### src/rtl/cpu_defs.sv
// Shared CPU definitions: reset vector, exception codes, fetch FSM states
// and the fetch-stage payload handed to IF/ID.
package cpu_defs;

  localparam int unsigned XLEN  = 32;
  localparam int unsigned EXR_W = 6;

  localparam logic [XLEN-1:0]  RESET_PC_DEFAULT = 32'hBFC0_0000;

  localparam logic [EXR_W-1:0] EXR_NONE = 6'd0;
  localparam logic [EXR_W-1:0] EXR_ADEL = 6'd4;

  typedef enum logic [1:0] {
    FS_REQ,
    FS_WAIT,
    FS_HOLD,
    FS_CANCEL
  } fetch_state_e;

  typedef struct packed {
    logic [XLEN-1:0]  addr;
    logic [XLEN-1:0]  inst;
    logic             exr_valid;
    logic [EXR_W-1:0] exr_type;
    logic [XLEN-1:0]  exr_a0;
  } fetch_out_t;

endpackage

### src/rtl/inst_fetch_if.sv
// sram-like instruction port: fetch stage is master, bus bridge is slave.
interface inst_fetch_if;
  import cpu_defs::*;

  logic            inst_req;
  logic [XLEN-1:0] inst_addr;
  logic            inst_addr_ok;
  logic            inst_data_ok;
  logic [XLEN-1:0] inst_rdata;

  modport master (
    output inst_req,
    output inst_addr,
    input  inst_addr_ok,
    input  inst_data_ok,
    input  inst_rdata
  );

  modport slave (
    input  inst_req,
    input  inst_addr,
    output inst_addr_ok,
    output inst_data_ok,
    output inst_rdata
  );
endinterface

### src/rtl/inst_fetch.sv
// MIPS instruction-fetch stage: owns the PC, issues one fetch at a time,
// handles delayed branches, flush with in-flight cancellation and AdEL.
module inst_fetch
  import cpu_defs::*;
#(
  parameter logic [31:0] RESET_PC = RESET_PC_DEFAULT
) (
  input  logic              clock,
  input  logic              reset,
  input  logic [4:0]        stall,
  input  logic              branch_valid,
  input  logic [XLEN-1:0]   branch_target,
  input  logic              flush,
  input  logic [XLEN-1:0]   flush_target,
  inst_fetch_if.master      ibus,
  output logic [XLEN-1:0]   output_addr,
  output logic [XLEN-1:0]   output_inst,
  output logic              output_exr_valid,
  output logic [EXR_W-1:0]  output_exr_type,
  output logic [XLEN-1:0]   output_exr_a0,
  output logic              stall_req
);

  fetch_state_e    state;
  logic [XLEN-1:0] pc;
  logic [XLEN-1:0] req_addr;
  logic [XLEN-1:0] inst_buf;
  logic            pb_valid;
  logic [XLEN-1:0] pb_target;
  logic            cancel_acc;

  logic            misaligned;
  logic            fetch_ready;
  logic            advance;
  logic [XLEN-1:0] next_pc;
  fetch_out_t      fout;

  logic unused_stall;
  assign unused_stall = ^stall[4:1];

  // Fetch readiness and next-PC selection
  always_comb begin
    misaligned  = (state == FS_REQ) && (pc[1:0] != 2'b00);
    fetch_ready = ((state == FS_WAIT) && ibus.inst_data_ok) ||
                  (state == FS_HOLD) || misaligned;
    advance     = fetch_ready && !stall[0] && !flush;
    if (flush)             next_pc = flush_target;
    else if (pb_valid)     next_pc = pb_target;
    else if (branch_valid) next_pc = branch_target;
    else                   next_pc = pc + 32'd4;
  end

  // Presented payload; a flush cycle is always a bubble
  always_comb begin
    fout      = '0;
    fout.addr = pc;
    if (fetch_ready && !flush) begin
      if (misaligned) begin
        fout.exr_valid = 1'b1;
        fout.exr_type  = EXR_ADEL;
        fout.exr_a0    = pc;
      end else if (state == FS_HOLD) begin
        fout.inst = inst_buf;
      end else begin
        fout.inst = ibus.inst_rdata;
      end
    end
  end

  assign output_addr      = fout.addr;
  assign output_inst      = fout.inst;
  assign output_exr_valid = fout.exr_valid;
  assign output_exr_type  = fout.exr_type;
  assign output_exr_a0    = fout.exr_a0;
  assign stall_req        = !fetch_ready && !flush;

  // A cancelled request that was never accepted must still finish its handshake
  assign ibus.inst_req  = ((state == FS_REQ) && !misaligned) ||
                          ((state == FS_CANCEL) && !cancel_acc);
  assign ibus.inst_addr = req_addr;

  always_ff @(posedge clock) begin
    if (reset) begin
      state      <= FS_REQ;
      pc         <= RESET_PC;
      req_addr   <= RESET_PC;
      inst_buf   <= '0;
      pb_valid   <= 1'b0;
      pb_target  <= '0;
      cancel_acc <= 1'b0;
    end else if (flush) begin
      pc       <= next_pc;
      pb_valid <= 1'b0;
      unique case (state)
        FS_REQ: begin
          if (misaligned) begin
            req_addr <= next_pc;
          end else begin
            state      <= FS_CANCEL;
            cancel_acc <= ibus.inst_addr_ok;
          end
        end
        FS_WAIT: begin
          if (ibus.inst_data_ok) begin
            state    <= FS_REQ;
            req_addr <= next_pc;
          end else begin
            state      <= FS_CANCEL;
            cancel_acc <= 1'b1;
          end
        end
        FS_HOLD: begin
          state    <= FS_REQ;
          req_addr <= next_pc;
        end
        FS_CANCEL: begin
          if (cancel_acc && ibus.inst_data_ok) begin
            state    <= FS_REQ;
            req_addr <= next_pc;
          end else if (!cancel_acc && ibus.inst_addr_ok) begin
            cancel_acc <= 1'b1;
          end
        end
      endcase
    end else if (advance) begin
      pc       <= next_pc;
      req_addr <= next_pc;
      state    <= FS_REQ;
      pb_valid <= 1'b0;
    end else begin
      // Branch resolved while the delay slot is still in flight
      if (branch_valid) begin
        pb_valid  <= 1'b1;
        pb_target <= branch_target;
      end
      unique case (state)
        FS_REQ: begin
          if (!misaligned && ibus.inst_addr_ok) state <= FS_WAIT;
        end
        FS_WAIT: begin
          if (ibus.inst_data_ok) begin
            state    <= FS_HOLD;
            inst_buf <= ibus.inst_rdata;
          end
        end
        FS_HOLD: begin
          state <= FS_HOLD;
        end
        FS_CANCEL: begin
          if (!cancel_acc) begin
            if (ibus.inst_addr_ok) cancel_acc <= 1'b1;
          end else if (ibus.inst_data_ok) begin
            state    <= FS_REQ;
            req_addr <= pc;
          end
        end
      endcase
    end
  end

endmodule

### src/flat_wrapper.sv
// flat-port wrapper written by rule: the top's interface ports become plain ports
module inst_fetch_flat import cpu_defs::*;
#(
  parameter logic [31:0] RESET_PC = RESET_PC_DEFAULT
)
  (clock, reset, stall, branch_valid, branch_target, flush, flush_target, output_addr, output_inst, output_exr_valid, output_exr_type, output_exr_a0, stall_req, ibus_inst_req, ibus_inst_addr, ibus_inst_addr_ok, ibus_inst_data_ok, ibus_inst_rdata);
  inst_fetch_if ibus_i ();
  input  logic clock;
  input  logic reset;
  input  logic [4:0] stall;
  input  logic branch_valid;
  input  logic [XLEN-1:0] branch_target;
  input  logic flush;
  input  logic [XLEN-1:0] flush_target;
  output logic [XLEN-1:0] output_addr;
  output logic [XLEN-1:0] output_inst;
  output logic output_exr_valid;
  output logic [EXR_W-1:0] output_exr_type;
  output logic [XLEN-1:0] output_exr_a0;
  output logic stall_req;
  output wire logic [$bits(ibus_i.inst_req)-1:0] ibus_inst_req;
  output wire logic [$bits(ibus_i.inst_addr)-1:0] ibus_inst_addr;
  input wire logic [$bits(ibus_i.inst_addr_ok)-1:0] ibus_inst_addr_ok;
  input wire logic [$bits(ibus_i.inst_data_ok)-1:0] ibus_inst_data_ok;
  input wire logic [$bits(ibus_i.inst_rdata)-1:0] ibus_inst_rdata;
  assign ibus_inst_req = ibus_i.inst_req;
  assign ibus_inst_addr = ibus_i.inst_addr;
  assign ibus_i.inst_addr_ok = ibus_inst_addr_ok;
  assign ibus_i.inst_data_ok = ibus_inst_data_ok;
  assign ibus_i.inst_rdata = ibus_inst_rdata;
  inst_fetch #(.RESET_PC(RESET_PC)) u_core (.clock(clock), .reset(reset), .stall(stall), .branch_valid(branch_valid), .branch_target(branch_target), .flush(flush), .flush_target(flush_target), .ibus(ibus_i), .output_addr(output_addr), .output_inst(output_inst), .output_exr_valid(output_exr_valid), .output_exr_type(output_exr_type), .output_exr_a0(output_exr_a0), .stall_req(stall_req));
endmodule
### config.mk
export PLATFORM = sky130hd
export DESIGN_NAME = inst_fetch_flat
export DESIGN_NICKNAME = d
export VERILOG_FILES = /design/src/rtl/cpu_defs.sv /design/src/rtl/inst_fetch_if.sv /design/src/rtl/inst_fetch.sv /design/src/flat_wrapper.sv
export SDC_FILE = /design/constraint.sdc
export NUM_CORES = 1
export LEC_CHECK = 0
export BUFFER_PORTS_ARGS = -buffer_cell sky130_fd_sc_hd__buf_4
export CAP_MARGIN = 20
export CORE_AREA = 4 4 150 152
export CTS_CLUSTER_SIZE = 16
export DETAILED_ROUTE_END_ITERATION = 7
export DIE_AREA = 0 0 154 156
export PLACE_DENSITY_LB_ADDON = 0.3
export RECOVER_POWER = 100
export SLEW_MARGIN = 20
export SYNTH_ARGS = -nofsm -noshare
export SYNTH_HDL_FRONTEND = slang
export SYNTH_SLANG_ARGS = --single-unit
### constraint.sdc
create_clock -name clock -period 2.98 [get_ports clock]
set_input_delay 0.298 -clock clock [delete_from_list [all_inputs] [get_ports clock]]
set_output_delay 0.298 -clock clock [all_outputs]
set_load 0.02 [all_outputs]
== Word level (Yosys, flattened, before mapping) ==
Index checks and enable logic that the tools add are counted.

* Register bits: 132
* Input port bits: 107
* Output and inout port bits: 137
* Logic and storage cells: 97

* $add $sub $neg: 1
* Equality and inequality tests: 15
* Multiplexer cells: 39
* Bitwise gates (word level): 2
* Reduce and logical (&&, ||, !) cells: 33

{| class="wikitable"
|+ Operator list
! cell !! number
|-
| two-way mux 32 bit || 15
|-
| case mux 32 bit (4 select lines) || 1
|-
| two-way mux 71 bit || 1
|-
| two-way mux 39 bit || 1
|-
| adder 32 x 3 -> 32 bit, second input constant || 1
|-
| two-way mux 2 bit || 9
|-
| != test 3 bit, second input constant || 6
|-
| case mux 2 bit (4 select lines) || 2
|-
| != test 4 x 3 -> 1 bit, second input constant || 3
|-
| AND reduction 6 bit || 2
|-
| nonzero test 3 bit || 4
|-
| logical AND 1 bit || 11
|-
| two-way mux 1 bit || 9
|-
| AND reduction 7 bit || 1
|-
| nonzero test 2 bit || 3
|-
| logical NOT 1 bit || 5
|-
| equality test 2 bit, second input constant || 2
|-
| != test 4 x 2 -> 1 bit, second input constant || 1
|-
| AND reduction 4 bit || 1
|-
| logical OR 1 bit || 3
|-
| != test 3 x 2 -> 1 bit, second input constant || 1
|-
| case mux 1 bit (3 select lines) || 1
|-
| AND reduction 3 bit || 1
|-
| OR reduction 3 bit || 1
|-
| other kinds (4) || 5
|}

== Longest topological paths before layout ==
* Depth in word-level cells: 8
* Gate-level depth with buffers: 10
* Depth with buffers taken out: 7

== Worst setup path after synthesis ==
OpenSTA, ideal clock, no wires.

* Kind: register to register
* From: register u_core.pc[2] (netlist: u_core.output_addr[2])
* To: register u_core.req_addr[20] (netlist: u_core.ibus.inst_addr[20])
* Setup time: 0.130 ns
* Arrival time: 2.122 ns
* Data required time: 2.850 ns
* Path slack: 0.728 ns
* Stages on the path, launching flop included: 7
* Path buffers: 0
* Period minus slack after synthesis: 2.252 ns
* Cells stage by stage: dfxtp_1 ha_1 nand4_1 or4_4 mux2_4 a211oi_2 o32ai_1

* Word-level cells in the longest chain between the ends: 7
* Elaborated cells between the ends (all ways): 10
* Classes of those cells: 1 x add/sub; 9 x mux

{| class="wikitable"
|+ RTL lines
! what !! RTL line !! source
|-
| start, declared || inst_fetch.sv:25 || <nowiki>logic [XLEN-1:0] pc;</nowiki>
|-
| start signal, assigned || inst_fetch.sv:92 || <nowiki>pc <= next_pc;</nowiki>
|-
| start signal, assigned || inst_fetch.sv:126 || <nowiki>pc <= next_pc;</nowiki>
|-
| adder 32 x 3 -> 32 bit * || inst_fetch.sv:50 || <nowiki>else next_pc = pc + 32'd4;</nowiki>
|-
| two-way mux 32 bit * || inst_fetch.sv:49 || <nowiki>else if (branch_valid) next_pc = branch_target;</nowiki>
|-
| two-way mux 32 bit * || inst_fetch.sv:48 || <nowiki>else if (pb_valid) next_pc = pb_target;</nowiki>
|-
| two-way mux 32 bit * || inst_fetch.sv:47 || <nowiki>if (flush) next_pc = flush_target;</nowiki>
|-
| two-way mux 32 bit, on equally long branches || inst_fetch.sv:117, inst_fetch.sv:96, inst_fetch.sv:104 ||
|-
| case mux 32 bit (4 select lines) || inst_fetch.sv:94 || <nowiki>unique case (state)</nowiki>
|-
| two-way mux 32 bit * || inst_fetch.sv:91 || <nowiki>end else if (flush) begin</nowiki>
|-
| end signal, assigned || inst_fetch.sv:97 || <nowiki>req_addr <= next_pc;</nowiki>
|-
| end signal, assigned || inst_fetch.sv:114 || <nowiki>req_addr <= next_pc;</nowiki>
|-
| end signal, assigned || inst_fetch.sv:119 || <nowiki>req_addr <= next_pc;</nowiki>
|-
| end, declared || inst_fetch.sv:26 || <nowiki>logic [XLEN-1:0] req_addr;</nowiki>
|}

Every way passes the cells marked *; elsewhere a longest branch is shown, timed or not. The select of a mux whose other input is x is not followed.
A chain may end at the register's enable or synchronous reset.

== Worst setup path in the final report ==
* From: register u_core.state[0]
* To: output stall_req

* Word-level cells in the longest chain between the ends: 6
* Elaborated cells between the ends (all ways): 9
* Classes of those cells: 2 x eq/ne; 7 x reduce/logical

{| class="wikitable"
|+ RTL lines
! what !! RTL line !! source
|-
| start, declared || inst_fetch.sv:24 || <nowiki>fetch_state_e state;</nowiki>
|-
| start signal, assigned || inst_fetch.sv:84 || <nowiki>state <= FS_REQ;</nowiki>
|-
| start signal, assigned || inst_fetch.sv:99 || <nowiki>state <= FS_CANCEL;</nowiki>
|-
| start signal, assigned || inst_fetch.sv:105 || <nowiki>state <= FS_REQ;</nowiki>
|-
| equality test 2 x 1 -> 1 bit || inst_fetch.sv:44 || <nowiki>fetch_ready = ((state == FS_WAIT) && ibus.inst_data_ok) ||</nowiki>
|-
| logical AND 1 bit || inst_fetch.sv:44 ||
|-
| logical OR 1 bit || inst_fetch.sv:44 ||
|-
| logical OR 1 bit * || inst_fetch.sv:45 || <nowiki>(state == FS_HOLD) || misaligned;</nowiki>
|-
| logical NOT 1 bit * || inst_fetch.sv:75 || <nowiki>assign stall_req = !fetch_ready && !flush;</nowiki>
|-
| logical AND 1 bit * || inst_fetch.sv:75 ||
|-
| end, declared || flat_wrapper.sv:20 || <nowiki>output logic stall_req;</nowiki>
|}

Every way passes the cells marked *; elsewhere a longest branch is shown, timed or not.

==> implementation parameters <==
Parameter                              Value

Run status
  Outcome    completed

Routing
  Pre-Repair DR Iteration Count    5
  Starting DRC count in detailed routing    490
  Total via count in the routed design    8,004
  Post-route DRC    0
  Wirelength per Cell    18.9 um
  Final antenna-violating net count    0
  Via density per instance    5.49
  Sum of routed wire length over all layers    27,500 um

Clock network
  Number of buffers on the longest clock path    2
  Clock slew seen by the registers of the worst setup and hold paths    60 ps
  CTS Hold Buffers Added    0
  H-tree lvl count    4
  Clk Latency, worst-skew pair    430 ps
  Num CTS Buffers    17
  Clock Sinks    132
  Clock Tree Root    sky130_fd_sc_hd__clkbuf_16
  CTS tree    yes

Worst setup path
  Worst reg2reg endpoint    u_core.ibus.inst_addr[1]$_SDFFE_PP0P_
  Critical Path Fanout Max    23
  Critical path data required time    2680 ps
  Reg-to-reg startpoint    u_core.state[0]$_SDFFE_PP0P_
  Cell count along the critical path    6
  Type of origin of the critical path    register
  WS Path Type    register to output port
  Arrival @ worst endpoint    2530 ps
  Chain of cells forming the critical path    inv_1 > ha_1 > o21a_1 > clkbuf_2 > nor3_1 > clkbuf_1
  Stage delay of the slowest cell on the critical path    420 ps
  Worst path buffer plus inverter count    3
  Cell type of the slowest stage on the worst timing path    sky130_fd_sc_hd__nor3_1
  Start point of the critical path    u_core.state[0]$_SDFFE_PP0P_
  Worst Setup End Kind    output port
  Reg2reg setup slack    250 ps
  CP delay by family, top    buffers and inverters
  Timing endpoint of the critical path    stall_req
  Worst Reg-to-Reg Cells    8

Synth
  Count of different cell masters after synthesis    70
  Synthesis warning total    0
  Post-Synth Adder-Cell Area    1.03%
  Post-synthesis instance area    0.00731 mm2
  Dominant combinational cell family by area after synthesis    simple AND/OR/NAND/NOR gates
  Number of flip-flops and latches in the synthesized netlist    132
  Synth Area in Compound Gates    24.2%
  Fraction of the yosys area taken by sequential cells    36.1%
  Number of synthesized flops with an enable pin    0
  Average instance area after synthesis    7.51 um2
  Fraction of synthesized area in multiplexers    5.58%
  Synth async-reset ratio    0%
  Synth Area in Simple Gates    25.9%
  Commonest register cell after synthesis    sky130_fd_sc_hd__dfxtp_1
  Xor and xnor area share after synthesis    0.599%
  Count of mapped cells out of synthesis    974

Floorplan
  Placeable core region    0.0210 mm2
  Effective utilization at floorplan    34.8%
  Die height    156 um
  Horiz. Die Dim    154 um
  Standard-cell row count    53
  I/O pin count    244
  Die ar.    0.0240 mm2

Placement
  Post-detail-place hpwl    19,900 um
  Pre-CTS setup slack    398 ps
  IO buf count    234
  Placer Congestion    0.943

GRT
  GRT Total Usage    21.8%
  Remaining global-route overflow    0
  Maximum number of pins on one net before global-route repair    59
  First-pass GRT wire length    42,000 um
  Vias in the first global route    7,442
  Initial antenna violation count    1

STA
  Period Utilization, post-route    95.0%
  Slew Limit Fails    0
  Minimum clock period after layout    2830 ps
  Setup repair after global routing missed its margin    no
  Post-route worst setup slack    150 ps
  Endpoints failing setup    0
  Skew final    11.4 ps
  Worst-case headroom to the max-slew limit    39.5%
  Max Clk Rate    353 MHz
  Actual transition at the worst max-transition pin    906 ps
  Sum of negative setup slack    0 ps
  Hold Worst Slack    121 ps
  Final number of hold-violating endpoints    0

Cells and area
  Area delta synth->final    29.5%
  Number of antenna diodes    0
  Number of nets in the finished design    1,285
  Fraction of final layout cells sized beyond drive strength 1    17.8%
  Commonest non-fill, non-tap cell in the layout    sky130_fd_sc_hd__nand2_1
  Commonest non-fill, non-tap cells in the layout    sky130_fd_sc_hd__nand2_1 (184), sky130_fd_sc_hd__dfxtp_1 (132), sky130_fd_sc_hd__buf_4 (131)

Power
  Power per cell area    727 mW/mm2
  Peak supply drop    0.383 mV
  Leakage power figure    0.00369 uW

Job
  MaxCap Viol Count    0

Worst hold path
  Worst min path class    primary input to register
layout make-up:
type / count / area [um2]
Clock buffer: 19 / 433
Fill cell: 2174 / 11600
Clock inverter: 12 / 206
Timing Repair Buffer: 269 / 1570
Inverter: 16 / 60.1
Sequential cell: 132 / 2640
Tap cell: 275 / 344
Multi-Input combinational cell: 736 / 4210
synth_stat cells (14+ instances only):
cell	n	area share, %
sky130_fd_sc_hd__a21oi_1	97	6.6
sky130_fd_sc_hd__a31oi_1	26	2.2
sky130_fd_sc_hd__and3_1	34	2.9
sky130_fd_sc_hd__buf_2	16	1.1
sky130_fd_sc_hd__clkbuf_1	62	3.2
sky130_fd_sc_hd__dfxtp_1	132	36
sky130_fd_sc_hd__inv_1	15	0.77
sky130_fd_sc_hd__mux2i_1	37	5.1
sky130_fd_sc_hd__nand2_1	184	9.4
sky130_fd_sc_hd__nand3_1	20	1.4
sky130_fd_sc_hd__nand4_1	15	1.3
sky130_fd_sc_hd__nor2_1	68	3.5
sky130_fd_sc_hd__nor3_1	24	1.6
sky130_fd_sc_hd__o21ai_0	41	2.8
sky130_fd_sc_hd__o31a_1	14	1.7
power breakdown:
| part | switching [uW] | internal [uW] | leakage (uW) |
|---|---|---|---|
| Clock | 816 | 1480 | 0.000307 |
| Sequential | 240 | 2010 | 0.00108 |
| Combinational | 1540 | 800 | 0.00230 |
tightest hold or removal path, stage by stage:
cell                      delay, ps
sky130_fd_sc_hd__buf_4          110
sky130_fd_sc_hd__nand2_1         50
sky130_fd_sc_hd__a21oi_1         50
registers in the layout (all words and copies together) (netlist names):
name and cells:
u_core.pb_target 32, u_core.output_addr 32, u_core.pb_valid 1, u_core.state 2, u_core.inst_buf 32, u_core.cancel_acc 1, u_core.ibus.inst_addr 32
timing repair:
action                                  in CTS  in global routing
endpoints found under the hold margin        0                  0
setup buffers                                0                  0
gates resized for setup                      0                  1
endpoints found under the setup margin       0                 32
per-layer routing:
metal | part of all wire [%] | wire (um) | vias to the layer above | GRT usage [%]
met3 | 10 | 2770 | 27 | 7.18
li1 | - | - | 3895 | -
met1 | 41 | 11300 | 3744 | 27.7
met4 | 1.1 | 290 | 2 | 5.13
met2 | 48 | 13100 | 336 | 36.1
met5 | 0.073 | 20 | - | 0
cells by family after synthesis:
group / count (synthesis)
xor gates and xnor gates: 5
buffers and inverters: 110
and+or+nand+nor: 402
muxes: 40
adders and majority gates: 6
DFF: 132
other: 1
AOI/OAI and AO/OA: 278
metrics by stage:
| step | instances | cell area [um2] | total power [uW] | util (%) |
|---|---|---|---|---|
| finish | 1459 | 9470 | 6890 | 45.0 |
| global route | 1459 | 9470 | 7240 | 45.0 |
| detailed placement | 1428 | 9320 | 4850 | 44.3 |
| CTS | 1459 | 9960 | 7160 | 47.4 |
| global placement | 1428 | 9320 | 4830 | 44.3 |
| floorplan | 978 | 7330 | 3800 | - |
worst min-delay path by stage:
| stage | startpoint | to | slack, ps | cells past startpoint |
|---|---|---|---|---|
| final | ibus_inst_rdata[10] | u_core.inst_buf[10]$_SDFFE_PP0P_ | 120 | 3 |
| after global routing | ibus_inst_rdata[29] | u_core.inst_buf[29]$_SDFFE_PP0P_ | 120 | 3 |
| after CTS | ibus_inst_rdata[3] | u_core.inst_buf[3]$_SDFFE_PP0P_ | 100 | 3 |
| after detailed placement | u_core.pb_target[31]$_SDFFE_PP0P_ | u_core.pb_target[31]$_SDFFE_PP0P_ | 450 | 2 |
| after global placement | u_core.inst_buf[0]$_SDFFE_PP0P_ | u_core.inst_buf[0]$_SDFFE_PP0P_ | 440 | 2 |
| after floorplan | u_core.pb_target[7]$_SDFFE_PP0P_ | u_core.pb_target[7]$_SDFFE_PP0P_ | 430 | 2 |
Power figures use the tool's default switching activity.
